**src/rtl/systolic_skew_feeder.sv**
```systemverilog
// systolic_skew_feeder
//
// Edge feeder for an N x N systolic multiply array. Holds operand matrices
// A and B (loaded one element at a time while idle) and, on start, streams
// A rows into the array's left edge and B columns into its top edge with
// the diagonal skew the array needs. Zeros fill every slot outside a
// row's or column's window. After the last operand the feeder flushes zeros
// until cell (N-1,N-1) has its final sum, then pulses done.
//
// Ports
//   clock    rising-edge clock
//   nreset   asynchronous active-low reset
//   wr_en    write one matrix element (IDLE only)
//   wr_sel   0 = A, 1 = B
//   wr_row   element row index (indices >= N are dropped)
//   wr_col   element column index (indices >= N are dropped)
//   wr_data  element value
//   start    begin streaming (IDLE only)
//   a_out    left-edge feed, row i on a_out[i*WIDTH +: WIDTH]
//   b_out    top-edge feed, column j on b_out[j*WIDTH +: WIDTH]
//   busy     high while streaming or flushing
//   done     one-cycle pulse once all array accumulators are final
//
// state  | meaning
// IDLE   | accept element writes, wait for start
// STREAM | feed skewed operands, step s = 0 .. 2N-2
// FLUSH  | feed zeros, step s = 2N-1 .. 3N-3
// DONE   | single-cycle done pulse, then back to IDLE

module systolic_skew_feeder #(
   parameter int WIDTH = 16,
   parameter int N = 4,
   localparam int IDXW = (N > 1) ? $clog2(N) : 1
) (
   input  logic                 clock,
   input  logic                 nreset,
   input  logic                 wr_en,
   input  logic                 wr_sel,
   input  logic [IDXW-1:0]      wr_row,
   input  logic [IDXW-1:0]      wr_col,
   input  logic [WIDTH-1:0]     wr_data,
   input  logic                 start,
   output logic [N*WIDTH-1:0]   a_out,
   output logic [N*WIDTH-1:0]   b_out,
   output logic                 busy,
   output logic                 done
);

   localparam int SW = $clog2(3 * N);
   localparam logic [SW-1:0] S_STREAM_LAST = SW'(2 * N - 2);
   localparam logic [SW-1:0] S_FLUSH_LAST  = SW'(3 * N - 3);

   typedef enum logic [1:0] {IDLE, STREAM, FLUSH, DONE} state_t;

   state_t               state_q, state_d;
   logic [SW-1:0]        s_q, s_d;
   logic [WIDTH-1:0]     a_q [N][N];
   logic [WIDTH-1:0]     a_d [N][N];
   logic [WIDTH-1:0]     b_q [N][N];
   logic [WIDTH-1:0]     b_d [N][N];
   logic [N*WIDTH-1:0]   a_out_q, a_out_d;
   logic [N*WIDTH-1:0]   b_out_q, b_out_d;
   logic                 busy_q, busy_d;
   logic                 done_q, done_d;
   logic                 feed_en;
   int                   feed_s;

   always_comb begin
      state_d = state_q;
      s_d     = s_q;
      a_d     = a_q;
      b_d     = b_q;
      a_out_d = '0;
      b_out_d = '0;
      busy_d  = 1'b0;
      done_d  = 1'b0;
      feed_en = 1'b0;
      feed_s  = 0;

      case (state_q)
         IDLE: begin
            // Loop compare instead of direct indexing so out-of-range
            // indices simply match nothing.
            if (wr_en) begin
               for (int r = 0; r < N; r++) begin
                  for (int c = 0; c < N; c++) begin
                     if (int'(wr_row) == r && int'(wr_col) == c) begin
                        if (wr_sel) b_d[r][c] = wr_data;
                        else        a_d[r][c] = wr_data;
                     end
                  end
               end
            end
            if (start) begin
               state_d = STREAM;
               s_d     = '0;
               busy_d  = 1'b1;
               feed_en = 1'b1;
               feed_s  = 0;
            end
         end
         STREAM: begin
            busy_d = 1'b1;
            s_d    = s_q + SW'(1);
            if (s_q == S_STREAM_LAST) begin
               if (N == 1) begin
                  state_d = DONE;
                  busy_d  = 1'b0;
                  done_d  = 1'b1;
               end else begin
                  state_d = FLUSH;
               end
            end else begin
               feed_en = 1'b1;
               feed_s  = int'(s_q) + 1;
            end
         end
         FLUSH: begin
            busy_d = 1'b1;
            s_d    = s_q + SW'(1);
            if (s_q == S_FLUSH_LAST) begin
               state_d = DONE;
               busy_d  = 1'b0;
               done_d  = 1'b1;
            end
         end
         DONE: begin
            state_d = IDLE;
            s_d     = '0;
         end
         default: begin
            state_d = IDLE;
            s_d     = '0;
         end
      endcase

      // Row i carries A[i][k] and column i carries B[k][i] at step i+k.
      // Reads use the post-write storage so a write coinciding with start
      // is already visible in step 0.
      if (feed_en) begin
         for (int i = 0; i < N; i++) begin
            for (int k = 0; k < N; k++) begin
               if (feed_s == i + k) begin
                  a_out_d[i*WIDTH +: WIDTH] = a_d[i][k];
                  b_out_d[i*WIDTH +: WIDTH] = b_d[k][i];
               end
            end
         end
      end
   end

   always_ff @(posedge clock or negedge nreset) begin
      if (!nreset) begin
         state_q <= IDLE;
         s_q     <= '0;
         for (int r = 0; r < N; r++) begin
            for (int c = 0; c < N; c++) begin
               a_q[r][c] <= '0;
               b_q[r][c] <= '0;
            end
         end
         a_out_q <= '0;
         b_out_q <= '0;
         busy_q  <= 1'b0;
         done_q  <= 1'b0;
      end else begin
         state_q <= state_d;
         s_q     <= s_d;
         a_q     <= a_d;
         b_q     <= b_d;
         a_out_q <= a_out_d;
         b_out_q <= b_out_d;
         busy_q  <= busy_d;
         done_q  <= done_d;
      end
   end

   assign a_out = a_out_q;
   assign b_out = b_out_q;
   assign busy  = busy_q;
   assign done  = done_q;

endmodule

```
**config.mk**
```make
export PLATFORM = sky130hd
export DESIGN_NAME = systolic_skew_feeder
export DESIGN_NICKNAME = d
export VERILOG_FILES = /design/src/rtl/systolic_skew_feeder.sv
export SDC_FILE = /design/constraint.sdc
export NUM_CORES = 1
export LEC_CHECK = 0
export BUFFER_PORTS_ARGS = -buffer_cell sky130_fd_sc_hd__buf_2
export CORE_ASPECT_RATIO = 2
export CORE_MARGIN = 2
export CORE_UTILIZATION = 45
export CTS_CLUSTER_DIAMETER = 200
export DETAILED_ROUTE_END_ITERATION = 8
export PLACE_DENSITY = 0.68
export RECOVER_POWER = 50
export SLEW_MARGIN = 20
export SYNTH_ARGS = -nofsm -noshare
export SYNTH_HDL_FRONTEND = slang
export SYNTH_SLANG_ARGS = --single-unit
```
**constraint.sdc**
```tcl
create_clock -name clock -period 2.5 [get_ports clock]
set_input_delay 0.125 -clock clock [delete_from_list [all_inputs] [get_ports clock]]
set_output_delay 0.125 -clock clock [all_outputs]
set_load 0.1 [all_outputs]
```
After elaboration in Yosys (flattened, before gate mapping). Cells that the tools add are included.

Register bits: 648. Latch bits: 0. Memory bits (writable): 0. ROM bits: 0. Input bits: 25. Output and inout bits: 130. Word-level logic and storage cells: 199. Memories: 0.

Add/sub/neg operators: 2. Multipliers: 0. Div/mod/pow operators: 0. $lt $le $gt $ge: 0. Equality and inequality tests: 20. Shift operators: 0. Mux-type cells: 117. Bitwise logic cells: 0. Reduce and logical (&&, ||, !) cells: 22.

Operators by type and width (count): two-way mux 16 bit (96); two-way mux 256 bit (4); two-way mux 64 bit (2); equality test 32 x 4 -> 1 bit, second input constant (3); equality test 32 x 3 -> 1 bit, second input constant (2); equality test 32 x 2 -> 1 bit, second input constant (1); logical NOT 32 bit (1); logical AND 1 bit (16); equality test 2 bit, second input constant (6); one-hot mux 4 bit (3 select lines) (1); two-way mux 5 bit (2); one-hot mux 2 bit (4 select lines) (1); equality test 2 x 1 -> 1 bit, second input constant (3); logical NOT 2 bit (3); two-way mux 2 bit (3); != test 2 bit, second input constant (3); adder 4 x 1 -> 5 bit, second input constant (1); two-way mux 1 bit (5); adder 4 x 1 -> 4 bit, second input constant (1); equality test 4 x 3 -> 1 bit, second input constant (1); equality test 4 bit, second input constant (1); two-way mux 4 bit (1); one-hot mux 1 bit (3 select lines) (1); AND reduction 3 bit (1); other kinds (2) (2).

Longest topological paths before layout. Gate-level depths: netlist of the first run.

Depth after elaboration: 10. Mapped depth: 11. Gate-level depth less buffers: 7.

Least setup slack after synthesis of the first run. OpenSTA, ideal clock, no wires.

Path kind: reg2reg. Start point: register s_q[0]. End point: register b_out_q[57] (netlist: b_out[57]). Setup time: 0.126 ns. Data arrival time: 2.587 ns. Required time: 2.374 ns. Path slack: -0.213 ns. Cell stages (with the launch flop): 11. Path buffers: 4. Period minus slack after synthesis: 2.713 ns. Cell sequence: dfrtp_1 -> clkbuf_1 -> inv_1 -> ha_1 -> and2_1 -> and4_1 -> or2_2 -> clkbuf_1 -> buf_2 -> clkbuf_1 -> a221o_1.

Cells in the longest elaborated chain, start to end: 9. Elaborated cells between the ends (all ways): 15. Those cells by class: add/sub: 1; eq/ne: 5; mux: 9.

RTL lines: start, declared (RTL line 56) `logic [SW-1:0] s_q, s_d;`; start signal, assigned (RTL line 155) `s_q <= '0;`; start signal, assigned (RTL line 168) `s_q <= s_d;`; adder 4 x 1 -> 5 bit or equality test 4 x 3 -> 1 bit (tied branches) (RTL line 115, 105); two-way mux 5 bit (RTL line 105) `if (s_q == S_STREAM_LAST) begin`; two-way mux 5 bit; equality test 32 x 3 -> 1 bit (RTL line 143) `if (feed_s == i + k) begin`; two-way mux 16 bit (4 in a row) (RTL line 143); two-way mux 64 bit * (RTL line 140) `if (feed_en) begin`; named net b_out_d[57] (RTL line 62) `logic [N*WIDTH-1:0] b_out_q, b_out_d;`; end signal, assigned (RTL line 172) `b_out_q <= b_out_d;`; end, declared (RTL line 62).

Mark *: on every way through the listed nets, which the timed path passes. The rest lies on a longest branch. A chain may end at the register's enable or synchronous reset.

==> results of run 1 <==
==> per-layer routing <==
| layer | track usage | vias to the layer above | share of wire |
|---|---|---|---|
| met2 | 0.374 | 415 | 0.49 |
| met4 | 0.0673 | 2 | 0.026 |
| met5 | 0 | - | 0.00016 |
| met3 | 0.0273 | 103 | 0.047 |
| met1 | 0.305 | 8837 | 0.44 |
| li1 | - | 7425 | - |
==> cell type report <==
type | instances | area share
multi-input combinational | 1026 | 0.307
inverter | 120 | 0.0142
clock buffer | 80 | 0.0517
clock inverter | 16 | 0.00627
sequential | 648 | 0.511
tap | 774 | 0.0305
timing repair buffer | 302 | 0.0786
antenna | 3 | 0.000237
==> where the power goes <==
| group | total, mW | internal [mW] | switching (mW) |
|---|---|---|---|
| logic | 9.21 | 3.13 | 6.09 |
| registers | 13.1 | 12.5 | 0.632 |
| clock network | 8.81 | 4.95 | 3.86 |
==> state kept, by name, indices dropped and copies added (netlist names) <==
register / count
b_out: 64
b_q: 256
s_q: 4
state_q: 2
busy: 1
a_out: 64
a_q: 256
done: 1
==> stage by stage <==
| stage | area, um^2 | hold WS [ps] |
|---|---|---|
| finish | 31700 | 161 |
| global route | 31700 | 165 |
| CTS | 31600 | 72.5 |
| detailed placement | 29800 | 117 |
| global placement | 29800 | 110 |
| floorplan | 27100 | -171 |
==> worst paths after layout <==
kind                                 end  slack (ps)
max in group asynchronous       a_q[100]         340
worst max-delay path            b_out[8]          70
worst min-delay path             a_q[49]         160
worst min register to register   a_q[89]         480
min in group asynchronous        b_q[56]         500
worst max register to register  b_out[8]          70
==> logic make-up (layout without fill, tap and decap cells) <==
| group | after synthesis | in the layout | share of synthesized area |
|---|---|---|---|
| AOI/OAI and AO/OA | 364 | 364 | 0.109 |
| xor gates and xnor gates | 1 | 1 | 0.000325 |
| adders and majority gates | 8 | 8 | 0.00371 |
| buffers and inverters | 286 | 518 | 0.0444 |
| DFF | 648 | 648 | 0.601 |
| muxes | 515 | 515 | 0.213 |
| other | 0 | 3 | 0 |
| and+or+nand+nor | 138 | 138 | 0.0287 |
==> worst reg2reg max path: stages, from the launching register on <==
cell and delay [ps]:
dfrtp_1 390, inv_2 90, ha_4 160, nand3_4 80, buf_4 180, or4_4 530, buf_12 200, mux2_4 330
a22o_1 200, a21o_1 160
==> cell usage in the layout, fill, tap and decap left out, types with 5 or more instances in the layout <==
master     netlist  layout
nand2b_1         5       5
buf_2           44     155
a21oi_1         46      44
mux2_2         379     379
mux2i_1        114     114
inv_1          120     117
nor3_2          10      10
clkbuf_8         0      15
clkbuf_1       111      14
buf_12           1      46
ha_1             8       5
clkbuf_16        0      58
nor4_4           0       5
mux2_4          22      22
a221oi_1        12      12
clkinv_2         0       9
buf_4            3      78
a21o_1          35      34
a21boi_0        16      16
a221o_1         10      10
dfrtp_1        648     647
nand2_1         57      57
o2bb2ai_1       16      16
o21bai_1        13      13
o21ba_2         16      16
a222oi_1        26      26
o221ai_1        32      32
a2bb2oi_1       16      16
a22o_1          60      60
o22ai_1         32      32
o221a_2         14      14
buf_6            4       6
nor2_1          25      23
==> repair_timing <==
action,in CTS,in global routing
gates cloned,0,3
hold endpoints to repair,288,0
pin swaps,1,11
hold buffers,2,0
endpoints found under the setup margin,11,48
gates resized for setup,3,15
setup buffers,0,9
==> impl_metrics.env, run 1 <==
export IMPL_status="finished with violations"
export IMPL_post_place_ws_ps=-31.3
export IMPL_rows=127
export IMPL_dp_hpwl_mm=42.0
export IMPL_grt_first_pass_wirelength_mm=106
export IMPL_cts_root_buf="clkbuf_16"
export IMPL_critPathKind="reg2reg"
export IMPL_register_area_mm2=0.0162
export IMPL_min_period_ps=2430
export IMPL_reg2reg_from="state_q[1]"
export IMPL_worst_path_buf_inv=3
export IMPL_ys_top_cells_by_count="dfrtp_1, mux2_2, inv_1"
export IMPL_drv_slew=53
export IMPL_setup_slack_ps=74.2
export IMPL_clock_latency_ps=610
export IMPL_cp_startpoint="state_q[1]"
export IMPL_synth_area_per_cell_um2=13.8
export IMPL_synth_cells=1960
export IMPL_worstPathCellList="inv_2, ha_4, nand3_4, buf_4, or4_4, buf_12, mux2_4, a22o_1, a21o_1"
export IMPL_ir_worst_vdd_uv=696
export IMPL_drt_wirelength_per_cell_um=23.2
export IMPL_yosys_top_cells_area="dfrtp_1, mux2_2, mux2i_1"
export IMPL_fin_skew_ps=13.5
export IMPL_critPathLaunchType="register"
export IMPL_synthArstFlopShare=1.00
export IMPL_grt_overflow=0
export IMPL_setup_violations=0
export IMPL_tritoncts="done"
export IMPL_antenna_found_initial=1
export IMPL_gr_usage_all_layers=0.224
export IMPL_num_fill_cells=4999
export IMPL_violations="max-capacitance violations, max-slew violations"
export IMPL_cts_inserted_buffers=55
export IMPL_reg2reg_depth=9
export IMPL_p_total_mw=31.2
export IMPL_areaGrowthSynthToFinish_pct=17.6
export IMPL_ys_flop_type="dfrtp_1"
export IMPL_die_h_um=350
export IMPL_totalWireLength_mm=68.9
export IMPL_worstPathArrival_ps=2920
export IMPL_dr_pass1_iters=5
export IMPL_multi_input_area_mm2=0.00976
export IMPL_place_congestion=0.805
export IMPL_required_ps=2990
export IMPL_yosysTopAreaCellShare=0.601
export IMPL_path_clk_slew_ps=70
export IMPL_finalHoldViolations=0
export IMPL_p_per_area_mw_per_mm2=982
export IMPL_fin_nets=2186
export IMPL_syn_cell_area_mm2=0.0270
export IMPL_routed_via_density=5.65
export IMPL_die_w_um=177
export IMPL_drc=0
export IMPL_fmax_mhz=412
export IMPL_initial_core_util=0.453
export IMPL_ant_nets=0
export IMPL_worst_path_max_delay_cell="or4_4"
export IMPL_grt_max_degree=104
export IMPL_cts_sinks=648
export IMPL_synth_nets=1993
export IMPL_ioPinCount=155
export IMPL_synth_most_common_cell="dfrtp_1"
export IMPL_final_layout_size_suffix_gt1_frac=0.392
export IMPL_synth_edff_count=0
export IMPL_yosysWarnings=0
export IMPL_whs_path_depth=3
export IMPL_cp_num_cells=9
export IMPL_min_period_over_period=0.970
export IMPL_portBuffers=154
export IMPL_cp_top_family="simple AND/OR/NAND/NOR gates"
export IMPL_clockBufferDepth=3
export IMPL_slowest_delay_ps=530
export IMPL_min_from="wr_col[0]"
export IMPL_tightest_slew_ps=1700
export IMPL_h_tree_depth=2
export IMPL_ys_ff_latch=648
export IMPL_vias=16800
export IMPL_seq_area_frac_synth=0.601
export IMPL_stdcell_count=2969
export IMPL_core_mm2=0.0596
export IMPL_drt_initial_drc_count=1072
export IMPL_cp_max_fo=16
export IMPL_tns_ps=0
export IMPL_post_synth_top_area_cell="dfrtp_1"
export IMPL_dieArea_mm2=0.0621
export IMPL_place_inst=2856
export IMPL_relSlewSlack=-0.132
export IMPL_grt_pass1_vias=17600
export IMPL_synth_distinct_cells=63
export IMPL_hold_class="in2reg"
export IMPL_postLayoutCoreUtil=0.533
export IMPL_maxCapViolCount=1
export IMPL_p_leak_nw=17.3
export IMPL_endpoint_kind="register"
Power figures use the tool's default switching activity.
==> run 2: changes to the inputs <==
Settings changed: ABC_AREA set to 1, HOLD_SLACK_MARGIN set to 0.1.
==> run 2 against run 1 <==
  * The flow still finishes with violations (max-capacitance violations, max-slew violations)
  * Clock skew up 6.4 ps
  * Largest power group is now combinational cells
  * Highest routed layer is now met4
  * Area after synthesis about the same
  * Critical endpoint is now b_out[21]
  * First-iteration DRC count up 110%
  * Largest cell class unchanged
  * Die area about the same
==> impl_metrics.env, run 2 <==
export IMPL_status="finished with violations"
export IMPL_violations="max-capacitance violations, max-slew violations"
export IMPL_core_mm2=0.0596
export IMPL_ioPinCount=155
export IMPL_areaGrowthSynthToFinish_pct=17.1
export IMPL_yosys_area_share_xor_xnor=0
export IMPL_portBuffers=154
export IMPL_synth_most_common_cell="dfrtp_1"
export IMPL_final_common_cell="dfrtp_1"
export IMPL_h_tree_depth=2
export IMPL_relSlewSlack=-0.226
export IMPL_dp_hpwl_mm=53.1
export IMPL_reg2reg_depth=12
export IMPL_diodes=0
export IMPL_p_total_mw=41.3
export IMPL_yosys_area_share_adder=0.00371
export IMPL_gr_usage_all_layers=0.273
export IMPL_place_inst=3859
export IMPL_min_from="wr_en"
export IMPL_critPathLaunchType="register"
export IMPL_num_fill_cells=5415
export IMPL_reg2reg_setup_slack_ps=130
export IMPL_finalHoldViolations=0
export IMPL_rows=127
export IMPL_grt_max_degree=92
export IMPL_hold_class="in2reg"
export IMPL_antenna_found_initial=0
export IMPL_synth_nets=3008
export IMPL_die_w_um=177
export IMPL_grt_pass1_vias=22100
export IMPL_dieArea_mm2=0.0621
export IMPL_whs_path_depth=4
export IMPL_routed_via_density=5.60
export IMPL_ir_worst_vdd_uv=1340
export IMPL_drt_wirelength_per_cell_um=21.1
export IMPL_synth_mux_area_frac=0
export IMPL_post_place_ws_ps=-56.5
export IMPL_drc=0
export IMPL_syn_cell_area_mm2=0.0270
export IMPL_ys_ff_latch=648
export IMPL_yosys_top_cells_area="dfrtp_1, o22ai_1, nand2_1"
export IMPL_synth_distinct_cells=26
export IMPL_stdcell_count=3985
export IMPL_yosysWarnings=0
export IMPL_cts_sinks=648
export IMPL_cp_max_fo=25
export IMPL_rsz0062_at_grt="false"
export IMPL_final_layout_size_suffix_gt1_frac=0.141
export IMPL_critPathKind="reg2reg"
export IMPL_synth_cells=2975
export IMPL_seq_area_frac_synth=0.601
export IMPL_setup_slack_ps=135
export IMPL_totalWireLength_mm=84.2
export IMPL_fin_skew_ps=19.9
export IMPL_clockBufferDepth=3
export IMPL_min_period_over_period=0.946
export IMPL_cts_inserted_buffers=56
export IMPL_cts_root_buf="clkbuf_16"
export IMPL_place_congestion=0.889
export IMPL_p_per_area_mw_per_mm2=1310
export IMPL_ys_top_cells_by_count="dfrtp_1, nand2_1, inv_1"
export IMPL_required_ps=3020
export IMPL_reg_top3="a_q (256), b_q (256)"
export IMPL_worstReg2RegEnd="b_out[21]"
export IMPL_fmax_mhz=423
export IMPL_p_leak_nw=17.1
export IMPL_vias=22300
export IMPL_synthSimpleGateAreaFrac=0.130
export IMPL_synth_top_family_by_area="compound AO/OA/AOI/OAI gates"
export IMPL_synth_compound_area_share=0.175
export IMPL_synth_area_per_cell_um2=9.07
export IMPL_ys_flop_type="dfrtp_1"
export IMPL_tightest_slew_ps=1840
export IMPL_dr_pass1_iters=9
export IMPL_clock_latency_ps=620
export IMPL_reg2reg_from="state_q[1]"
export IMPL_mostFrequentLayoutCells="dfrtp_1, inv_1, nand2_1"
export IMPL_grt_overflow=0
export IMPL_synthArstFlopShare=1.00
export IMPL_worstPathArrival_ps=2890
export IMPL_fin_nets=3197
export IMPL_die_h_um=350
export IMPL_maxCapViolCount=5
export IMPL_synth_edff_count=0
export IMPL_min_period_ps=2370
export IMPL_yosysTopAreaCellShare=0.601
export IMPL_tritoncts="done"
export IMPL_initial_core_util=0.453
export IMPL_drt_initial_drc_count=2210
export IMPL_setup_violations=0
export IMPL_grt_first_pass_wirelength_mm=130
export IMPL_hold_end="a_q[48]"
export IMPL_path_clk_slew_ps=70
export IMPL_ant_nets=0
export IMPL_endpoint_kind="register"
export IMPL_post_synth_top_area_cell="dfrtp_1"
export IMPL_drv_slew=279
[run 2: changes by cell type after synthesis, moves of 193 or more]
cell,delta
inv_1,+266
nor2_1,+358
o22ai_1,+291
a21oi_1,+193
nand2_1,+330
mux2_2,-379
[run 2: final cells by class]
type	instances	area, um^2	share of cell area
clock buffer	76	1600	0.0505
clock inverter	29	463	0.0146
inverter	435	1640	0.0520
multi-input combinational	1702	8450	0.267
sequential	648	16200	0.513
tap	774	968	0.0306
timing repair buffer	321	2280	0.0722
[run 2: worst max-delay path, stage by stage (launching register included)]
cell and delay, ps:
dfrtp_1 430, inv_2 120, ha_2 240, nand2_1 70
nand2_1 170, nand2_2 140, nor2_4 180, nand2_4 160
buf_12 210, nand2_1 140, buf_12 170, a21oi_1 50
a21oi_1 200
[run 2: metrics by stage]
step	hold WS, ps	setup TNS (ps)	util	area [um^2]
finish	161	0	0.531	31600
global route	166	0	0.531	31600
CTS	124	0	0.532	31700
detailed placement	81.3	-334	0.493	29400
global placement	85.0	-82.7	0.493	29400
floorplan	-171	0	-	27000
[run 2: per-layer routing]
metal | track usage | up-vias | wire length [um]
li1 | - | 10100 | -
met2 | 0.408 | 1072 | 37900
met3 | 0.0469 | 224 | 7500
met1 | 0.384 | 10900 | 34300
met5 | 0 | - | 0
met4 | 0.134 | 0 | 4430
[run 2: logic make-up after synthesis]
| kind of cell | after synthesis |
|---|---|
| fa+ha+maj | 8 |
| simple gates | 878 |
| compound gates | 816 |
| flops | 648 |
| buf+inv | 625 |
[run 2: worst max path at each step]
| stage | startpoint | end | depth (start not counted) |
|---|---|---|---|
| 2_1_floorplan | s_q[0] | b_out[29] | 11 |
| 3_3_place_gp | state_q[0] | a_out[38] | 15 |
| 3_5_place_dp | state_q[0] | a_out[52] | 9 |
| 4_1_cts | state_q[1] | a_out[58] | 13 |
| 5_1_grt | s_q[0] | b_out[21] | 13 |
| 6_report | state_q[1] | b_out[21] | 12 |
[run 2: power by group]
| part | internal [mW] | switching [mW] |
|---|---|---|
| logic | 3.81 | 12.1 |
| clock network | 5.65 | 4.09 |
| registers | 14.4 | 1.28 |
| total | 23.8 | 17.5 |
[run 2: what timing repair did]
item	CTS	global route
cloned	0	1
endpoints found under the hold margin	660	0
pin swaps	0	0
buffers inserted	0	0
setup endpoints to repair	27	119
resized for setup	3	30
hold buffers	20	0
==> run 3: changes to the inputs <==
Settings changed: REMOVE_ABC_BUFFERS set to 1.
==> run 3 against run 2 <==
  * The run still ends with max-capacitance violations, max-slew violations left
  * Critical path depth up 2
  * Non-clock buffer count rose by 7
  * Critical endpoint is now a_out[45]
  * First-iteration DRC count fell by 4.1%
  * Clock power fell by 3.9%
  * Sequential share of layout area is 0.38 points lower
  * Sequential power is essentially flat
==> impl_metrics.env, run 3 (same netlist as run 2, synthesis figures left out) <==
export IMPL_status="finished with violations"
export IMPL_violations="max-capacitance violations, max-slew violations"
export IMPL_tritoncts="done"
export IMPL_h_tree_depth=2
export IMPL_die_h_um=350
export IMPL_portBuffers=154
export IMPL_globalRouteMet3Util=0.0337
export IMPL_gr_usage_all_layers=0.270
export IMPL_vias=22500
export IMPL_tns_ps=0
export IMPL_core_mm2=0.0596
export IMPL_cts_root_buf="clkbuf_16"
export IMPL_dieArea_mm2=0.0621
export IMPL_routed_via_density=5.62
export IMPL_reg2reg_setup_slack_ps=80
export IMPL_relSlewSlack=-0.300
export IMPL_grt_max_degree=78
export IMPL_clockBufferDepth=3
export IMPL_fin_skew_ps=18.3
export IMPL_ant_nets=0
export IMPL_setup_violations=0
export IMPL_maxCapViolCount=1
export IMPL_critPathLaunchType="register"
export IMPL_place_inst=3861
export IMPL_rows=127
export IMPL_num_fill_cells=5406
export IMPL_grt_pass1_vias=22300
export IMPL_cts_sinks=648
export IMPL_multi_input_area_mm2=0.00850
export IMPL_hold_class="in2reg"
export IMPL_grt_busiest_layer="met2"
export IMPL_drc=0
export IMPL_dr_pass1_iters=7
export IMPL_drt_initial_drc_count=2120
export IMPL_gr_usage_met1=0.381
export IMPL_path_clk_slew_ps=70
export IMPL_antenna_found_initial=4
export IMPL_worstPathArrival_ps=2900
export IMPL_clock_latency_ps=610
export IMPL_dpl_cell_area_mm2=0.0295
export IMPL_grt_use_met2=0.424
export IMPL_fmax_mhz=414
export IMPL_initial_core_util=0.453
export IMPL_cp_max_fo=13
export IMPL_p_total_mw=41.2
export IMPL_dp_hpwl_mm=52.9
export IMPL_drv_slew=70
export IMPL_reg_top3="a_q (256), b_q (256)"
export IMPL_mostFrequentLayoutCells="dfrtp_1, inv_1, nor2_1"
export IMPL_stdcell_count=3996
export IMPL_endpoint_kind="register"
export IMPL_ir_worst_vdd_uv=1030
export IMPL_p_per_area_mw_per_mm2=1290
export IMPL_ioPinCount=155
export IMPL_critPathKind="reg2reg"
export IMPL_final_common_cell="dfrtp_1"
export IMPL_fin_nets=3206
export IMPL_required_ps=2980
export IMPL_grt_first_pass_wirelength_mm=129
export IMPL_stdcell_area_mm2=0.0319
export IMPL_min_period_ps=2420
export IMPL_p_leak_nw=17.4
export IMPL_die_w_um=177
export IMPL_totalWireLength_mm=83.4
export IMPL_final_layout_size_suffix_gt1_frac=0.165
export IMPL_grt_overflow=0
export IMPL_register_area_mm2=0.0162
export IMPL_finalHoldViolations=0
export IMPL_cts_inserted_buffers=57
export IMPL_place_congestion=0.881
export IMPL_holdWs_ps=112
export IMPL_areaGrowthSynthToFinish_pct=18.0
export IMPL_drt_wirelength_per_cell_um=20.9
export IMPL_tightest_slew_ps=1950
export IMPL_min_period_over_period=0.966
run 3: cell type report:
class / count / area share
Inverter: 435 / 0.0514
Antenna cell: 1 / 0.0000786
Clock inverter: 19 / 0.00868
Sequential cell: 648 / 0.509
Multi-Input combinational cell: 1703 / 0.267
Clock buffer: 88 / 0.0539
Timing Repair Buffer: 328 / 0.0798
Tap cell: 774 / 0.0304
run 3: worst max-delay path, cell delays in order (launching register included):
cell and delay (ps):
dfrtp_1 400, buf_4 180, ha_1 210, nor2_1 130, inv_1 50, nand2_1 120
nand2_1 120, inv_1 180, nand2_2 100, inv_1 150, buf_6 210, nand2_1 80
nand3_1 90, nor2_1 50, nor2_2 210
run 3: through the flow:
step                setup WS [ps]   util
floorplan                   -1600      -
global placement            -65.4  0.495
detailed placement           -231  0.495
CTS                         -12.0  0.532
global route                -20.1  0.535
finish                       84.7  0.535
run 3: what timing repair did:
action / CTS / global route
pin swaps: 1 / 3
resized for setup: 6 / 33
cloned: 1 / 2
setup buffers: 0 / 5
endpoints found under the setup margin: 17 / 105
endpoints found under the hold margin: 620 / 0
hold buffers: 19 / 0
run 3: power breakdown:
part,internal (mW),switching [mW],total (mW)
registers,14.4,1.30,15.7
clock network,5.44,3.93,9.36
logic,4.00,12.2,16.2
run 3: path summary, 6_finish.rpt:
kind                          start   endpoint  cells after the start
max                          s_q[0]  a_out[45]                     14
min                          wr_sel   a_q[127]                      5
max reg2reg                  s_q[0]  a_out[45]                     14
min reg2reg                b_q[221]   b_q[221]                      2
max in group asynchronous    nreset   b_q[177]                      3
min in group asynchronous    nreset  a_out[20]                      2
run 3: layer usage:
layer	part of all wire	wire length (um)	up-vias
met2	0.46	38600	1146
met4	0.041	3410	6
met1	0.41	34500	11000
met3	0.082	6840	186
met5	0.00037	31	-
li1	-	-	10100
